--- config.mk ---
export PLATFORM = sky130hd
export DESIGN_NAME = router_nch
export DESIGN_NICKNAME = d
export VERILOG_FILES = /design/src/rtl/router_nch.sv
export SDC_FILE = /design/constraint.sdc
export NUM_CORES = 1
export LEC_CHECK = 0
export CORE_MARGIN = 1.5
export CORE_UTILIZATION = 53
export DETAILED_ROUTE_END_ITERATION = 10
export PLACE_DENSITY = 0.7
export SLEW_MARGIN = 10
export SYNTH_ARGS = -nofsm -noshare
export SYNTH_HDL_FRONTEND = slang
export SYNTH_SLANG_ARGS = --single-unit
--- constraint.sdc ---
create_clock -name clock -period 3.4 [get_ports clock]
set_input_delay 0.68 -clock clock [delete_from_list [all_inputs] [get_ports clock]]
set_output_delay 0.68 -clock clock [all_outputs]
set_load 0.02 [all_outputs]
--- src/rtl/router_nch.sv ---
// -----------------------------------------------------------------------------
// router_nch
//   Routes one byte-wide packet stream to NUM_CH output channels, each backed
//   by its own FIFO.
//
//   Packet layout:
//     header : [ADDR_W-1:0] = dest, [DATA_W-1:ADDR_W] = len
//     payload: len bytes
//     parity : XOR of the header and all payload bytes
//   Headers that address a channel >= NUM_CH are discarded together with the
//   rest of their packet, and err pulses once.
//
//   Optional feature macro: ROUTER_SOFT_RESET_EN
//     Defined   - each channel flushes itself after TIMEOUT consecutive cycles
//                 of holding data without being read.
//     Undefined - channels hold their data until it is read.
//
// Ports
//   clock     : rising-edge clock
//   reset     : asynchronous active-high reset
//   pkt_valid : data_in carries a byte this cycle
//   data_in   : packet byte
//   busy      : byte on data_in not accepted this cycle (combinational)
//   err       : one-cycle pulse for a bad address or a parity mismatch
//   read_enb  : per-channel pop request
//   vld_out   : per-channel FIFO non-empty
//   data_out  : per-channel read data, lane i at [i*DATA_W +: DATA_W]
// -----------------------------------------------------------------------------
module router_nch #(
  parameter int DATA_W     = 8,
  parameter int NUM_CH     = 3,
  parameter int ADDR_W     = 2,
  parameter int FIFO_DEPTH = 16,
  parameter int TIMEOUT    = 30
) (
  input  logic                     clock,
  input  logic                     reset,
  input  logic                     pkt_valid,
  input  logic [DATA_W-1:0]        data_in,
  output logic                     busy,
  output logic                     err,
  input  logic [NUM_CH-1:0]        read_enb,
  output logic [NUM_CH-1:0]        vld_out,
  output logic [NUM_CH*DATA_W-1:0] data_out
);

  localparam int              PW      = $clog2(FIFO_DEPTH);
  localparam int              LEN_W   = DATA_W - ADDR_W;
  localparam int              CW      = LEN_W + 1;
  localparam int              NA      = 2 ** ADDR_W;
  localparam logic [ADDR_W:0] NCH     = (ADDR_W+1)'(NUM_CH);
  localparam logic [PW:0]     PTR_ONE = (PW+1)'(1);

  typedef enum logic [1:0] {IDLE, PAYLOAD, PARITY, DROP} state_t;

  state_t            state;
  logic [ADDR_W-1:0] dest_q;
  logic [CW-1:0]     cnt_q;
  logic [DATA_W-1:0] par_q;

  logic [PW:0]       wr_ptr [NUM_CH];
  logic [PW:0]       rd_ptr [NUM_CH];
  logic [DATA_W-1:0] mem    [NUM_CH][FIFO_DEPTH];
  logic [DATA_W-1:0] dout_q [NUM_CH];

  logic [NUM_CH-1:0] full, empty, wr_en, rd_en, flush;
  logic [NA-1:0]     full_ext, flush_ext;
  logic [ADDR_W-1:0] hdr_dest;
  logic [LEN_W-1:0]  hdr_len;
  logic              hdr_ok, accept, flush_dest;

  // Bytes still owed by the source when a flush turns a live packet into a
  // drop: remaining payload plus parity, minus the byte taken this cycle.
  function automatic logic [CW-1:0] drop_rem(input state_t st, input logic [CW-1:0] cnt,
                                             input logic acc);
    logic [CW-1:0] left;
    left = (st == PAYLOAD) ? cnt + CW'(1) : CW'(1);
    return left - CW'(acc);
  endfunction

  assign hdr_dest = data_in[ADDR_W-1:0];
  assign hdr_len  = data_in[DATA_W-1:ADDR_W];
  assign hdr_ok   = ({1'b0, hdr_dest} < NCH);

  always_comb begin
    for (int i = 0; i < NUM_CH; i++) begin
      full[i]  = (wr_ptr[i][PW] != rd_ptr[i][PW]) &&
                 (wr_ptr[i][PW-1:0] == rd_ptr[i][PW-1:0]);
      empty[i] = (wr_ptr[i] == rd_ptr[i]);
    end
  end

  // Channel-indexed views padded to the full address range so that an
  // out-of-range dest never indexes past the vector.
  always_comb begin
    full_ext  = '0;
    flush_ext = '0;
    full_ext[NUM_CH-1:0]  = full;
    flush_ext[NUM_CH-1:0] = flush;
  end

  assign flush_dest = flush_ext[dest_q];
  assign vld_out    = ~empty;

  always_comb begin
    busy = 1'b0;
    case (state)
      IDLE:            busy = pkt_valid & hdr_ok & full_ext[hdr_dest];
      PAYLOAD, PARITY: busy = pkt_valid & full_ext[dest_q];
      default:         busy = 1'b0;
    endcase
  end

  assign accept = pkt_valid & ~busy;

  always_comb begin
    for (int i = 0; i < NUM_CH; i++) begin
      wr_en[i] = accept & ~flush[i] &
                 (((state == IDLE) & hdr_ok & (hdr_dest == ADDR_W'(i))) |
                  (((state == PAYLOAD) | (state == PARITY)) & (dest_q == ADDR_W'(i))));
      rd_en[i] = read_enb[i] & ~empty[i];
    end
  end

  // ---- packet framing FSM ----
  always_ff @(posedge clock or posedge reset) begin
    if (reset) begin
      state  <= IDLE;
      dest_q <= '0;
      cnt_q  <= '0;
      par_q  <= '0;
      err    <= 1'b0;
    end else begin
      err <= 1'b0;
      case (state)
        IDLE: begin
          if (accept) begin
            if (hdr_ok) begin
              dest_q <= hdr_dest;
              cnt_q  <= {1'b0, hdr_len};
              par_q  <= data_in;
              state  <= (hdr_len != '0) ? PAYLOAD : PARITY;
            end else begin
              err   <= 1'b1;
              cnt_q <= {1'b0, hdr_len} + CW'(1);
              state <= DROP;
            end
          end
        end
        PAYLOAD: begin
          if (flush_dest) begin
            cnt_q <= drop_rem(state, cnt_q, accept);
            state <= DROP;
          end else if (accept) begin
            par_q <= par_q ^ data_in;
            cnt_q <= cnt_q - CW'(1);
            if (cnt_q == CW'(1)) state <= PARITY;
          end
        end
        PARITY: begin
          if (flush_dest) begin
            cnt_q <= drop_rem(state, cnt_q, accept);
            state <= accept ? IDLE : DROP;
          end else if (accept) begin
            err   <= (data_in != par_q);
            state <= IDLE;
          end
        end
        default: begin
          if (accept) begin
            cnt_q <= cnt_q - CW'(1);
            if (cnt_q == CW'(1)) state <= IDLE;
          end
        end
      endcase
    end
  end

  // ---- channel FIFO pointers and read registers ----
  always_ff @(posedge clock or posedge reset) begin
    if (reset) begin
      for (int i = 0; i < NUM_CH; i++) begin
        wr_ptr[i] <= '0;
        rd_ptr[i] <= '0;
        dout_q[i] <= '0;
      end
    end else begin
      for (int i = 0; i < NUM_CH; i++) begin
        if (flush[i]) begin
          wr_ptr[i] <= '0;
          rd_ptr[i] <= '0;
        end else begin
          if (wr_en[i]) wr_ptr[i] <= wr_ptr[i] + PTR_ONE;
          if (rd_en[i]) begin
            rd_ptr[i] <= rd_ptr[i] + PTR_ONE;
            dout_q[i] <= mem[i][rd_ptr[i][PW-1:0]];
          end
        end
      end
    end
  end

  always_ff @(posedge clock) begin
    for (int i = 0; i < NUM_CH; i++) begin
      if (wr_en[i]) mem[i][wr_ptr[i][PW-1:0]] <= data_in;
    end
  end

  for (genvar g = 0; g < NUM_CH; g++) begin : g_lane
    assign data_out[g*DATA_W +: DATA_W] = dout_q[g];
  end

`ifdef ROUTER_SOFT_RESET_EN
  localparam int TW = $clog2(TIMEOUT + 1);

  logic [TW-1:0] idle_cnt [NUM_CH];

  // Flush fires on the edge where the idle count would reach TIMEOUT, so a
  // channel stays visible for exactly TIMEOUT cycles without a read.
  always_comb begin
    for (int i = 0; i < NUM_CH; i++) begin
      flush[i] = ~empty[i] & ~read_enb[i] & (idle_cnt[i] == TW'(TIMEOUT - 1));
    end
  end

  always_ff @(posedge clock or posedge reset) begin
    if (reset) begin
      for (int i = 0; i < NUM_CH; i++) idle_cnt[i] <= '0;
    end else begin
      for (int i = 0; i < NUM_CH; i++) begin
        if (empty[i] | read_enb[i] | flush[i]) idle_cnt[i] <= '0;
        else                                    idle_cnt[i] <= idle_cnt[i] + TW'(1);
      end
    end
  end
`else
  assign flush = '0;
`endif

endmodule

==> results by group <==
Place
  • Post-DP HPWL: 24.9 mm
  • GP Congestion: 0.817
  • I/O Buffers: 42
  • Total placed cells including tap cells: 1521

Worst setup path
  • Critical path peak fanout: 4
  • WP buf/inv: 2
  • Arr. time, crit path: 2.63 ns
  • Setup Crit Path Kind: reg2out
  • Required time of the critical path: 2.72 ns
  • CP max stage delay: 0.49 ns
  • Worst setup SP type: flop
  • Critical Path End Type: primary output
  • R2R Setup Slk: 0.28 ns
  • Crit-path slowest cell: or4b_4
  • CP top delay family: simple AND/OR/NAND/NOR gates
  • Cell Chain, Critical Path: inv_1, ha_1, nor4bb_4, or4b_4, and2_1, nand2_1, clkdlybuf4s15_2

Timing
  • WHS: 0.484 ns
  • Final min period: 3.31 ns
  • Worst Tran Pin Value: 0.684 ns
  • Slew margin rel.: 54.4%
  • Hold violation count in the final report: 0
  • Final Skew: 0.0158 ns
  • Fin crit share: 97.5%
  • Setup total negative slack: 0 ns
  • Endpoints failing setup: 0
  • Highest Clock Rate: 302 MHz
  • Final-report max-slew violation count: 0

Floorplan
  • Die W: 193 um
  • Top Ports: 43
  • Row count: 69
  • Initial core utilization: 53.8%
  • Core Footprint: 0.0355 mm^2
  • DIE HEIGHT: 193 um
  • Die Area: 0.0372 mm^2

Routing
  • Total Wirelength: 38.9 mm
  • First-pass DRT Iterations: 5
  • Wire per inst: 24.2 um
  • Vias after detailed routing: 9565
  • Post-DR vias/cell: 5.94
  • # DRC: 0
  • Initial DRC count: 899
  • Antenna-violating nets left: 0

Global route
  • Initial antenna violation count: 1
  • GRT Residual Overflow: 0
  • Vias in the first global route: 9768
  • Largest net degree at the start of global routing: 53
  • First-pass GRT wire length: 60.0 mm
  • Global Route Usage Sum: 21.9%

Min path
  • HP Class: reg2reg

Final layout
  • Layout area overhead: 14.9%
  • Share of cells above drive strength 1: 25.8%
  • Fin util: 61.8%
  • Post-route insts no fill: 1610
  • ANT cells: 0
  • Commonest cells after routing, fill and taps aside: edfxtp_1, mux4_2, dfrtp_1
  • Nets: 1151
  • Commonest non-fill, non-tap cell in the layout: edfxtp_1

Clock network
  • Clock buffer count from CTS: 47
  • Worst-Skew Late Latency: 0.55 ns
  • Bufs on Longest Clock Path: 3
  • Max H-tree Level: 2
  • Root Driver: clkbuf_16
  • CTS Sinks: 458
  • CTS tree: yes
  • Clock Pin Slew Worst Setup and Hold Paths: 0.06 ns

Yosys
  • Top cell type's share of synthesized area: 60.4%
  • FF+latch count, synth: 458
  • Ys async rst share: 16.2%
  • Synthesized Nets: 1068
  • Mapped Area: 0.0191 mm^2
  • Number of synthesized flops with an enable pin: 384
  • Distinct cells, synth: 51
  • Synth top area cells: edfxtp_1, mux4_2, dfrtp_1
  • Post-synth top flop: edfxtp_1
  • Post-Syn Instances: 1028
  • Mean Syn Cell Area: 18.6 um^2
  • Dominant cell type by area after synthesis: edfxtp_1
  • Register area share after synthesis: 70.1%
  • Yosys warnings: 0

Pwr
  • Peak supply drop: 656 uV
  • Total power: 18400 uW
  • Power Dens Cells: 840 mW/mm^2
  • Leak pwr: 0.00762 uW

Run status
  • Status: completed

Flow run
  • Max-cap violation count: 0
==> worst register-to-register path, stage by stage (launching register included) <==
cell	delay (ns)
dfrtp_1	0.37
inv_1	0.09
ha_1	0.33
nor4bb_4	0.32
or4b_4	0.49
buf_4	0.15
nand3_2	0.08
nor2b_1	0.07
ha_1	0.22
ha_1	0.21
o211ai_1	0.15
xor2_1	0.16
o21ai_0	0.09
mux2_4	0.27
==> power breakdown <==
group          switching [uW]  total (uW)  leakage (uW)  internal (uW)
logic                    2950        5850       0.00246           2900
registers                 486        7180       0.00434           6690
clock network            2110        5410      0.000815           3310
==> worst paths after layout <==
check,start,to,cells after the start
hold / removal,data_out[16],data_out[16],2
setup / recovery,state[0],busy,7
hold reg to reg,data_out[16],data_out[16],2
max in group asynchronous,reset,rd_ptr[0],3
setup reg to reg,state[0],cnt_q[4],13
min in group asynchronous,reset,data_out[1],2
==> cell families after synthesis <==
logic type               Yosys count  synth area share [%]
AO/OA/AOI/OAI                     62                  2.03
adder cells (fa/ha/maj)           26                  1.70
multiplexers                     149                  15.9
buffers and inverters             78                  1.82
AND/OR/NAND/NOR                  188                  5.39
XOR/XNOR                          67                  3.07
flip-flops                       458                  70.1
==> layout make-up <==
| type | count | area [um^2] |
|---|---|---|
| Fill cell | 2436 | 13500 |
| Tap cell | 461 | 577 |
| Clock inverter | 19 | 239 |
| Inverter | 17 | 65.1 |
| Sequential cell | 458 | 13400 |
| Timing Repair Buffer | 95 | 867 |
| Multi-Input combinational cell | 492 | 5380 |
| Clock buffer | 68 | 1430 |
==> layer usage <==
metal	routed length (um)	GRT usage, %
met1	17200	32.0
met3	2020	3.46
met5	0	0
met4	1050	7.25
met2	18600	34.2
==> timing repair <==
| action | CTS | global route |
|---|---|---|
| hold buffers | 0 | 0 |
| endpoints found under the setup margin | 1 | 1 |
| setup buffers | 0 | 2 |
| resized for setup | 4 | 1 |
==> flip-flops by register name, summed over array words and instances (netlist names) <==
signal / count
mem: 384
data_out: 24
rd_ptr: 15
wr_ptr: 15
par_q: 8
cnt_q: 7
dest_q: 2
state: 2
err: 1
==> cell usage after synthesis, drive strengths merged (13+ instances only) <==
master and number:
a21oi 15, and3 47, buf 26, clkbuf 35, dfrtp 74, edfxtp 384
ha 26, inv 17, mux2 24, mux4 120, nand2 51, nand4 18
nor2 17, o21ai 20, xnor2 54, xor2 13
==> through the flow <==
| stage | cell area [um^2] | setup WS (ns) |
|---|---|---|
| global route | 21900 | -0.0152 |
| global placement | 20200 | -0.0840 |
| CTS | 21900 | 0.0211 |
| floorplan | 19100 | 0.307 |
| detailed placement | 20200 | -0.105 |
| finish | 21900 | 0.0859 |
No activity file was read; power rests on OpenSTA's default activity.
